### config.mk
export PLATFORM = sky130hd
export DESIGN_NAME = branch_ctrl_flat
export DESIGN_NICKNAME = d
export VERILOG_FILES = /design/src/rtl/branch_ctrl_if.sv /design/src/rtl/branch_ctrl.sv /design/src/flat_wrapper.sv
export SDC_FILE = /design/constraint.sdc
export NUM_CORES = 1
export LEC_CHECK = 0
export ABC_AREA = 1
export BUFFER_PORTS_ARGS = -buffer_cell sky130_fd_sc_hd__buf_2
export CAP_MARGIN = 5
export CORE_MARGIN = 2
export CORE_UTILIZATION = 30
export CTS_BUF_LIST = sky130_fd_sc_hd__clkbuf_4
export CTS_CLUSTER_DIAMETER = 150
export CTS_CLUSTER_SIZE = 16
export DETAILED_ROUTE_END_ITERATION = 10
export PLACE_DENSITY_LB_ADDON = 0.2
export SYNTH_ARGS = -nofsm -noshare
export SYNTH_HDL_FRONTEND = slang
export SYNTH_SLANG_ARGS = --single-unit
### constraint.sdc
create_clock -name clk -period 7.26 [get_ports clk]
set_input_delay 0.726 -clock clk [delete_from_list [all_inputs] [get_ports clk]]
set_output_delay 0.726 -clock clk [all_outputs]
set_load 0.05 [all_outputs]
### src/rtl/branch_ctrl_if.sv
// Decode-to-branch-controller bundle: branch request handshake, comparator
// drive/result, redirect/flush/stall pipeline controls and statistics.
// master = decode/comparator side, slave = branch_ctrl.
interface branch_ctrl_if #(
   parameter int DATA_WIDTH = 32,
   parameter int CNT_WIDTH  = 16
);
   // decode -> controller request
   logic                  br_valid;
   logic                  br_ready;
   logic [DATA_WIDTH-1:0] br_pc;
   logic [DATA_WIDTH-1:0] br_imm;
   logic [DATA_WIDTH-1:0] br_rs1;
   logic [DATA_WIDTH-1:0] br_rs2;
   logic [2:0]            br_func3;
   // comparator interface
   logic [DATA_WIDTH-1:0] cmp_read1;
   logic [DATA_WIDTH-1:0] cmp_read2;
   logic [2:0]            cmp_branchType;
   logic                  cmp_branchN;
   // pipeline control
   logic                  redirect_valid;
   logic [DATA_WIDTH-1:0] redirect_pc;
   logic                  flush;
   logic                  stall;
   logic                  illegal_func3;
   logic                  misaligned;
   // statistics
   logic                  cnt_clear;
   logic [CNT_WIDTH-1:0]  branch_cnt;
   logic [CNT_WIDTH-1:0]  taken_cnt;

   modport master (
      output br_valid, br_pc, br_imm, br_rs1, br_rs2, br_func3, cmp_branchN, cnt_clear,
      input  br_ready, cmp_read1, cmp_read2, cmp_branchType, redirect_valid, redirect_pc,
             flush, stall, illegal_func3, misaligned, branch_cnt, taken_cnt
   );

   modport slave (
      input  br_valid, br_pc, br_imm, br_rs1, br_rs2, br_func3, cmp_branchN, cnt_clear,
      output br_ready, cmp_read1, cmp_read2, cmp_branchType, redirect_valid, redirect_pc,
             flush, stall, illegal_func3, misaligned, branch_cnt, taken_cnt
   );
endinterface

### src/rtl/branch_ctrl.sv
// Execute-stage branch sequencer: captures one branch, drives the comparator, redirects/flushes on taken.
// Latency: EVAL in cycle 1 after accept, redirect pulse in cycle 2, ready again in 2 (not taken) or 2+FLUSH_CYCLES.
// Backpressure: br_ready only in IDLE; br_valid may be held and is taken on the first IDLE cycle.
// Ports: clk, rst (async active-high); bus (branch_ctrl_if.slave) carries the br_* request,
//        cmp_* comparator drive/result, redirect/flush/stall/illegal/misaligned pulses and statistics.
module branch_ctrl #(
   parameter int DATA_WIDTH   = 32,
   parameter int FLUSH_CYCLES = 2,
   parameter int CNT_WIDTH    = 16
) (
   input logic          clk,
   input logic          rst,
   branch_ctrl_if.slave bus
);
   localparam logic [1:0] IDLE     = 2'd0;
   localparam logic [1:0] EVAL     = 2'd1;
   localparam logic [1:0] REDIRECT = 2'd2;
   localparam logic [1:0] FLUSH    = 2'd3;

   // REDIRECT itself is the first flush cycle, so the counter starts one short.
   localparam logic [3:0] FLUSH_LOAD = 4'(FLUSH_CYCLES - 1);

   logic [1:0]            state;
   logic [DATA_WIDTH-1:0] pc_q;
   logic [DATA_WIDTH-1:0] imm_q;
   logic [DATA_WIDTH-1:0] rs1_q;
   logic [DATA_WIDTH-1:0] rs2_q;
   logic [2:0]            func3_q;
   logic [DATA_WIDTH-1:0] redirect_pc_q;
   logic [3:0]            flush_cnt;
   logic [CNT_WIDTH-1:0]  branch_cnt_q;
   logic [CNT_WIDTH-1:0]  taken_cnt_q;

   logic                  in_eval;
   logic                  func3_bad;
   logic                  legal_eval;
   logic                  taken;
   logic [DATA_WIDTH-1:0] target;
   logic                  target_misal;

   // func3 010/011 are the unassigned B-type encodings.
   assign in_eval      = (state == EVAL);
   assign func3_bad    = (func3_q[2:1] == 2'b01);
   assign legal_eval   = in_eval && !func3_bad;
   assign taken        = legal_eval && bus.cmp_branchN;
   assign target       = pc_q + imm_q;
   assign target_misal = (target[1:0] != 2'b00);

   always_ff @(posedge clk or posedge rst) begin
      if (rst) begin
         state         <= IDLE;
         pc_q          <= '0;
         imm_q         <= '0;
         rs1_q         <= '0;
         rs2_q         <= '0;
         func3_q       <= '0;
         redirect_pc_q <= '0;
         flush_cnt     <= '0;
      end else begin
         case (state)
            IDLE: begin
               if (bus.br_valid) begin
                  pc_q    <= bus.br_pc;
                  imm_q   <= bus.br_imm;
                  rs1_q   <= bus.br_rs1;
                  rs2_q   <= bus.br_rs2;
                  func3_q <= bus.br_func3;
                  state   <= EVAL;
               end
            end
            EVAL: begin
               // Misaligned taken targets are reported but never redirected.
               if (taken && !target_misal) begin
                  redirect_pc_q <= target;
                  flush_cnt     <= FLUSH_LOAD;
                  state         <= REDIRECT;
               end else begin
                  state <= IDLE;
               end
            end
            REDIRECT: begin
               state <= (flush_cnt == 4'd0) ? IDLE : FLUSH;
            end
            FLUSH: begin
               flush_cnt <= flush_cnt - 4'd1;
               if (flush_cnt == 4'd1) begin
                  state <= IDLE;
               end
            end
            default: state <= IDLE;
         endcase
      end
   end

   // Statistics: clear wins over a same-cycle increment; both saturate.
   always_ff @(posedge clk or posedge rst) begin
      if (rst) begin
         branch_cnt_q <= '0;
         taken_cnt_q  <= '0;
      end else if (bus.cnt_clear) begin
         branch_cnt_q <= '0;
         taken_cnt_q  <= '0;
      end else begin
         if (legal_eval && (branch_cnt_q != '1)) begin
            branch_cnt_q <= branch_cnt_q + 1'b1;
         end
         if (taken && (taken_cnt_q != '1)) begin
            taken_cnt_q <= taken_cnt_q + 1'b1;
         end
      end
   end

   assign bus.br_ready       = (state == IDLE);
   assign bus.stall          = (state != IDLE);
   assign bus.flush          = (state == REDIRECT) || (state == FLUSH);
   assign bus.redirect_valid = (state == REDIRECT);
   assign bus.redirect_pc    = redirect_pc_q;
   assign bus.cmp_read1      = rs1_q;
   assign bus.cmp_read2      = rs2_q;
   assign bus.cmp_branchType = func3_q;
   assign bus.illegal_func3  = in_eval && func3_bad;
   assign bus.misaligned     = taken && target_misal;
   assign bus.branch_cnt     = branch_cnt_q;
   assign bus.taken_cnt      = taken_cnt_q;
endmodule

### src/flat_wrapper.sv
// flat-port wrapper written by rule: the top's interface ports become plain ports
module branch_ctrl_flat 
#(
   parameter int DATA_WIDTH   = 32,
   parameter int FLUSH_CYCLES = 2,
   parameter int CNT_WIDTH    = 16
)
  (clk, rst, bus_br_valid, bus_br_pc, bus_br_imm, bus_br_rs1, bus_br_rs2, bus_br_func3, bus_cmp_branchN, bus_cnt_clear, bus_br_ready, bus_cmp_read1, bus_cmp_read2, bus_cmp_branchType, bus_redirect_valid, bus_redirect_pc, bus_flush, bus_stall, bus_illegal_func3, bus_misaligned, bus_branch_cnt, bus_taken_cnt);
  branch_ctrl_if #(.DATA_WIDTH(DATA_WIDTH), .CNT_WIDTH(CNT_WIDTH)) bus_i ();
  input logic clk;
  input logic rst;
  input wire logic [$bits(bus_i.br_valid)-1:0] bus_br_valid;
  input wire logic [$bits(bus_i.br_pc)-1:0] bus_br_pc;
  input wire logic [$bits(bus_i.br_imm)-1:0] bus_br_imm;
  input wire logic [$bits(bus_i.br_rs1)-1:0] bus_br_rs1;
  input wire logic [$bits(bus_i.br_rs2)-1:0] bus_br_rs2;
  input wire logic [$bits(bus_i.br_func3)-1:0] bus_br_func3;
  input wire logic [$bits(bus_i.cmp_branchN)-1:0] bus_cmp_branchN;
  input wire logic [$bits(bus_i.cnt_clear)-1:0] bus_cnt_clear;
  output wire logic [$bits(bus_i.br_ready)-1:0] bus_br_ready;
  output wire logic [$bits(bus_i.cmp_read1)-1:0] bus_cmp_read1;
  output wire logic [$bits(bus_i.cmp_read2)-1:0] bus_cmp_read2;
  output wire logic [$bits(bus_i.cmp_branchType)-1:0] bus_cmp_branchType;
  output wire logic [$bits(bus_i.redirect_valid)-1:0] bus_redirect_valid;
  output wire logic [$bits(bus_i.redirect_pc)-1:0] bus_redirect_pc;
  output wire logic [$bits(bus_i.flush)-1:0] bus_flush;
  output wire logic [$bits(bus_i.stall)-1:0] bus_stall;
  output wire logic [$bits(bus_i.illegal_func3)-1:0] bus_illegal_func3;
  output wire logic [$bits(bus_i.misaligned)-1:0] bus_misaligned;
  output wire logic [$bits(bus_i.branch_cnt)-1:0] bus_branch_cnt;
  output wire logic [$bits(bus_i.taken_cnt)-1:0] bus_taken_cnt;
  assign bus_i.br_valid = bus_br_valid;
  assign bus_i.br_pc = bus_br_pc;
  assign bus_i.br_imm = bus_br_imm;
  assign bus_i.br_rs1 = bus_br_rs1;
  assign bus_i.br_rs2 = bus_br_rs2;
  assign bus_i.br_func3 = bus_br_func3;
  assign bus_i.cmp_branchN = bus_cmp_branchN;
  assign bus_i.cnt_clear = bus_cnt_clear;
  assign bus_br_ready = bus_i.br_ready;
  assign bus_cmp_read1 = bus_i.cmp_read1;
  assign bus_cmp_read2 = bus_i.cmp_read2;
  assign bus_cmp_branchType = bus_i.cmp_branchType;
  assign bus_redirect_valid = bus_i.redirect_valid;
  assign bus_redirect_pc = bus_i.redirect_pc;
  assign bus_flush = bus_i.flush;
  assign bus_stall = bus_i.stall;
  assign bus_illegal_func3 = bus_i.illegal_func3;
  assign bus_misaligned = bus_i.misaligned;
  assign bus_branch_cnt = bus_i.branch_cnt;
  assign bus_taken_cnt = bus_i.taken_cnt;
  branch_ctrl #(.DATA_WIDTH(DATA_WIDTH), .FLUSH_CYCLES(FLUSH_CYCLES), .CNT_WIDTH(CNT_WIDTH)) u_core (.clk(clk), .rst(rst), .bus(bus_i));
endmodule
==> qor.yml, run 1 <==
drt:
  first_iter_violations: 397
  finalWirelength_mm: 28.10
  viasPerCell: 4.517
  dr.pass1.iters: 5
  drtAntennaViolNets: 0
  drc_errors: 0
  via_count: 8623
  wire_per_inst_um: 14.72
clock_tree:
  cts_sinks: 201
  htreeDepth: 1
  cts_tree: "built"
  clock_latency_ps: 680
  post_cts_resized: 0
  cts_setup_buffers: 0
  ctsRootBufferMaster: "clkbuf_4"
  cts_buffers: 16
  clk_pin_slew_ps: 170
  clockBufferDepth: 3
  ctsHoldBuffers: 0
critical_path:
  path_cells: "ha_1 > fa_1 > nor2_1 > nor2_1 > buf_2"
  crit_type: "reg -> out"
  worstRegToRegCells: 7
  cp.required_ps: 6530
  rrSetupSlack_ps: 4260
  max_stage_delay_ps: 560
  start_kind: "flop"
  crit_path_frequent_cell: "nor2_1"
  end_kind: "output pin"
  slowest_stage: "fa_1"
  r2r-start: "u_core.imm_q[0]"
  rr_endpoint: "u_core.flush_cnt[0]"
  cp.arrival_ps: 2330
  path_max_fanout: 3
timing:
  fin_worst_skew_ps: 43.71
  setup_tns_ps: 0
  worst_hold_slack_ps: 200.7
  setup_viol: 0
  rsz0062_at_grt: "no"
  final_hold_viol_count: 0
  slew_violations: 0
  slew_headroom: 0.3562
  max_freq_mhz: 327.7
  fin_crit_sh: 0.4203
  period_needed_ps: 3051
  worst_pin_slew_ps: 965.6
placement:
  port_buffers: 272
  dpl_cell_area_um2: 12340
  dp_hpwl_mm: 21.26
  routabilityCongestion: 0.8073
finish:
  fill_cells: 3677
  nets: 1623
  areaGrowthSynthToFinish_pct: 18.62
  final_cell_mix: "nand2_1, buf_2, dfrtp_1, inv_1, mux2_2"
  multiInputGateArea_um2: 4755
  design_area_um2: 12480
  drive_gt1_frac: 0.3005
  layout_commonest_cell: "nand2_1"
  ff_latch_area_um2: 5030
  fin_util: 0.3613
grt:
  grt_overflow: 0
  grtUsageTotal: 0.1525
  grt_pass1_wl_mm: 44.94
  first_global_vias: 8548
  grt_start_max_net_pins: 128
  antenna_found_initial: 3
synth:
  synth_seq_cells: 201
  synth_area_leaders: "dfrtp_1, mux2_2, nand2_1"
  ys_seq_area_frac: 0.4780
  syn_area_um2: 10520
  ys_warn_count: 0
  syn_nets: 1356
  yosys.area.top_type_share: 0.4780
  netlist.top_cell.by_area: "dfrtp_1"
  ys_types: 34
  synthCells: 1184
  avgSynthCellArea_um2: 8.887
floorplanning:
  die_h_um: 191.3
  die_w_um: 191.3
  die-area_um2: 36590
  pin_count: 273
  rows: 68
  core_um2: 34540
  initial_core_util: 0.3046
power:
  p_leak_nw: 6.517
  total_power_mw: 6.436
  cellPowerDensity_nw_per_um2: 515.6
  ir_drop_uv: 220.0
outcome:
  status: "complete, no violations"
hold_path:
  hold_path_class: "in -> async"
flow_run:
  drv_cap: 0
==> flip-flops by register name, indices dropped and copies added, names as in the netlist <==
signal                     count
u_core.flush_cnt               4
u_core.bus.taken_cnt          16
u_core.imm_q                  32
u_core.bus.branch_cnt         16
u_core.state                   2
u_core.bus.redirect_pc        32
u_core.bus.cmp_read1          32
u_core.pc_q                   32
u_core.bus.cmp_branchType      3
u_core.bus.cmp_read2          32
==> power breakdown <==
group / switching [mW] / internal [mW] / total (mW)
Combinational: 2.80 / 1.32 / 4.12
Sequential: 0.259 / 1.58 / 1.84
Clock: 0.362 / 0.112 / 0.474
==> worst max path at each step <==
| stage | start | to | slack (ps) | depth (start not counted) |
|---|---|---|---|---|
| 2_1_floorplan | rst | u_core.bus.branch_cnt[0] | 1050 | 1 |
| 3_3_place_gp | bus_br_valid | u_core.bus.cmp_read2[8] | 4240 | 4 |
| 3_5_place_dp | u_core.imm_q[0] | u_core.flush_cnt[2] | 4250 | 6 |
| 4_1_cts | u_core.imm_q[0] | bus_misaligned | 4110 | 5 |
| 5_1_grt | u_core.imm_q[0] | u_core.bus.redirect_pc[3] | 3930 | 7 |
| 6_report | u_core.imm_q[0] | bus_misaligned | 4210 | 5 |
==> Yosys cell counts <==
| library cell | n |
|---|---|
| inv_2 | 3 |
| xnor2_1 | 16 |
| xor2_1 | 5 |
| buf_6 | 4 |
| nand2_2 | 1 |
| o21ai_1 | 8 |
| a21o_1 | 1 |
| a31oi_1 | 1 |
| nor3_2 | 2 |
| fa_1 | 1 |
| and2_1 | 1 |
| nor4_1 | 1 |
| nor3_4 | 1 |
| nand3_1 | 66 |
| and3_1 | 1 |
| nand3b_1 | 4 |
| dfrtp_1 | 201 |
| o22ai_1 | 2 |
| a21oi_1 | 32 |
| inv_1 | 156 |
| buf_2 | 17 |
| nand4_1 | 16 |
| o31ai_1 | 5 |
| ha_1 | 35 |
| o21bai_1 | 3 |
| or2_2 | 2 |
| o21ai_2 | 3 |
| nor3_1 | 19 |
| nor2_1 | 76 |
| clkbuf_1 | 4 |
| mux2_2 | 130 |
| nand2_1 | 334 |
| clkinv_1 | 1 |
| o21ai_0 | 32 |
==> cell families (layout without fill, tap and decap cells) <==
| logic type | Yosys count | count (layout) | synth area share |
|---|---|---|---|
| AOI/OAI and AO/OA | 87 | 87 | 0.04495 |
| DFF | 201 | 201 | 0.4780 |
| adders and majority gates | 36 | 36 | 0.04352 |
| buffers and inverters | 185 | 452 | 0.07087 |
| and+or+nand+nor | 524 | 524 | 0.2061 |
| other | 0 | 3 | 0 |
| muxes | 130 | 130 | 0.1391 |
| xor gates and xnor gates | 21 | 21 | 0.01748 |
==> worst max-delay path, delay by kind of cell, from the launching register on <==
kind	cells	cell delay, ps
flops	1	410
buf+inv	1	290
fa+ha+maj	2	800
simple gates	2	150
==> metrics by stage <==
step	worst slack, ps	std cells
after floorplan	1052	1184
after global placement	4241	1888
after detailed placement	4248	1888
after CTS	4108	1906
after global routing	3931	1908
final	4209	1909
==> layer usage <==
layer | global-route usage | vias to the layer above | routed length (um)
li1 | - | 4339 | -
met1 | 0.2086 | 4026 | 12770
met2 | 0.2447 | 221 | 12700
met3 | 0.03764 | 31 | 2133
met4 | 0.03047 | 6 | 452
met5 | 0 | - | 39
==> layout make-up <==
| class | instances | share of cell area |
|---|---|---|
| Antenna cell | 3 | 0.0006014 |
| Clock buffer | 17 | 0.01022 |
| Clock inverter | 1 | 0.0007017 |
| Inverter | 160 | 0.04872 |
| Multi-Input combinational cell | 798 | 0.3809 |
| Sequential cell | 201 | 0.4030 |
| Tap cell | 455 | 0.04561 |
| Timing Repair Buffer | 274 | 0.1103 |
Note: power is estimated with default switching activity, not from simulation.
==> inputs of run 2 (changes only) <==
==> constraint.sdc (replaced) <==
create_clock -name clk -period 2.6 [get_ports clk]
set_input_delay 0.26 -clock clk [delete_from_list [all_inputs] [get_ports clk]]
set_output_delay 0.26 -clock clk [all_outputs]
set_load 0.05 [all_outputs]
==> qor.yml, run 2 (synthesized netlist as in run 1, its figures left out) <==
timing:
  period_needed_ps: 2423
  final_hold_viol_count: 0
  slew_headroom: 0.4962
  max_freq_mhz: 412.7
  fin_worst_skew_ps: 48.13
  worst_pin_slew_ps: 755.7
  rsz0062_at_grt: "no"
  slew_violations: 0
  fin_crit_sh: 0.9320
  setup_tns_ps: 0
  worst_hold_slack_ps: 107.8
  setup_viol: 0
critical_path:
  r2r-start: "u_core.pc_q[0]"
  path_cells: "ha_2 > fa_1 > nor2_1 > nor2_2 > buf_6"
  crit_type: "reg -> out"
  worstRegToRegCells: 8
  slowest_stage: "fa_1"
  cp-startpoint: "u_core.pc_q[0]"
  cp.required_ps: 2340
  rrSetupSlack_ps: 490
  end_kind: "output pin"
  start_kind: "flop"
  rr_endpoint: "u_core.flush_cnt[0]"
  max_stage_delay_ps: 520
  path_max_fanout: 2
  cp.arrival_ps: 2160
outcome:
  status: "complete, no violations"
finish:
  drive_gt1_frac: 0.2795
  fin_util: 0.4029
  layout_commonest_cell: "nand2_1"
  design_area_um2: 13920
  final_cell_mix: "nand2_1, buf_2, dfrtp_1, inv_1, dlygate4sd3_1"
  areaGrowthSynthToFinish_pct: 32.27
  nets: 1764
clock_tree:
  clockBufferDepth: 3
  cts_buffers: 16
  clock_latency_ps: 680
  ctsRootBufferMaster: "clkbuf_4"
  cts_sinks: 201
  htreeDepth: 1
  clk_pin_slew_ps: 180
  cts_tree: "built"
drt:
  drtAntennaViolNets: 0
  wire_per_inst_um: 14.32
  finalWirelength_mm: 29.33
  dr.pass1.iters: 5
  first_iter_violations: 416
  drc_errors: 0
  viasPerCell: 4.463
  via_count: 9141
power:
  p_sw_frac: 0.5295
  cellPowerDensity_nw_per_um2: 1315
  p_comb_frac: 0.645
  netSwitchingPower_mw: 9.692
  seqPwrFrac: 0.281
  ir_drop_uv: 741.6
  p_leak_nw: 7.119
  internal-power_mw: 8.612
  clkPwrFrac: 0.074
grt:
  antenna_found_initial: 2
  grt_start_max_net_pins: 88
  first_global_vias: 9223
  grtUsageTotal: 0.1604
  grt_overflow: 0
  grt_pass1_wl_mm: 47.59
placement:
  dp_hpwl_mm: 21.41
  dpl_cell_area_um2: 12410
  port_buffers: 272
  routabilityCongestion: 0.8797
hold_path:
  min_from: "bus_br_valid"
  hold-path-cell-count: 3
  hold_end: "u_core.bus.cmp_read2[19]"
  hold_path_class: "in -> reg"
floorplanning:
  pin_count: 273
  die-area_um2: 36590
  die_h_um: 191.3
  initial_core_util: 0.3046
  rows: 68
  core_um2: 34540
  die_w_um: 191.3
flow_run:
  drv_cap: 0
## run 2: worst max path at each step
stage	end	slack, ps	depth (start not counted)
finish	bus_misaligned	180	5
global route	bus_misaligned	8	5
CTS	bus_misaligned	20	5
global placement	u_core.flush_cnt[0]	240	7
detailed placement	u_core.flush_cnt[0]	220	7
floorplan	u_core.bus.branch_cnt[0]	-260	1
## run 2: layer usage
metal	GRT usage	part of all wire
met1	0.2142	0.46
met2	0.2702	0.46
met3	0.03066	0.064
met4	0.03225	0.016
met5	0	0.00044
## run 2: repair_timing
action / 4_1_cts / 5_1_grt
setup endpoints to repair: 1 / 3
gates resized for setup: 4 / 2
buffers inserted: 1 / 1
hold buffers: 134 / 0
endpoints found under the hold margin: 338 / 0
pin swaps: 1 / 3
## run 2: metrics by stage
step,cells,power [mW],setup slack [ps]
after global routing,2048,19.93,7.512
after detailed placement,1893,16.86,216.8
after global placement,1893,16.75,236.5
after floorplan,1184,13.97,-262.3
after CTS,2046,18.52,18.96
final,2048,18.30,176.8
## run 2: area by class of cell
type	instances	area [um^2]
Antenna cell	1	2.502
Clock buffer	17	127.6
Clock inverter	1	8.758
Fill cell	3545	20620
Inverter	160	606.8
Multi-Input combinational cell	798	4760
Sequential cell	201	5030
Tap cell	455	569.3
Timing Repair Buffer	415	2814
## run 2: worst max-delay path: cells and delay by family, from the launching register on
kind,cells,cell delay (ps)
fa+ha+maj,2,720
buf+inv,1,180
flops,1,420
simple gates,2,180
## run 2: power by group through the flow
stage	registers [mW]	clock network, mW	logic (mW)
floorplan	7.72	0	6.25
global placement	5.19	0	11.6
CTS	5.15	1.48	11.9
global route	5.31	1.58	13.0
detailed placement	5.21	0	11.7
finish	5.14	1.36	11.8
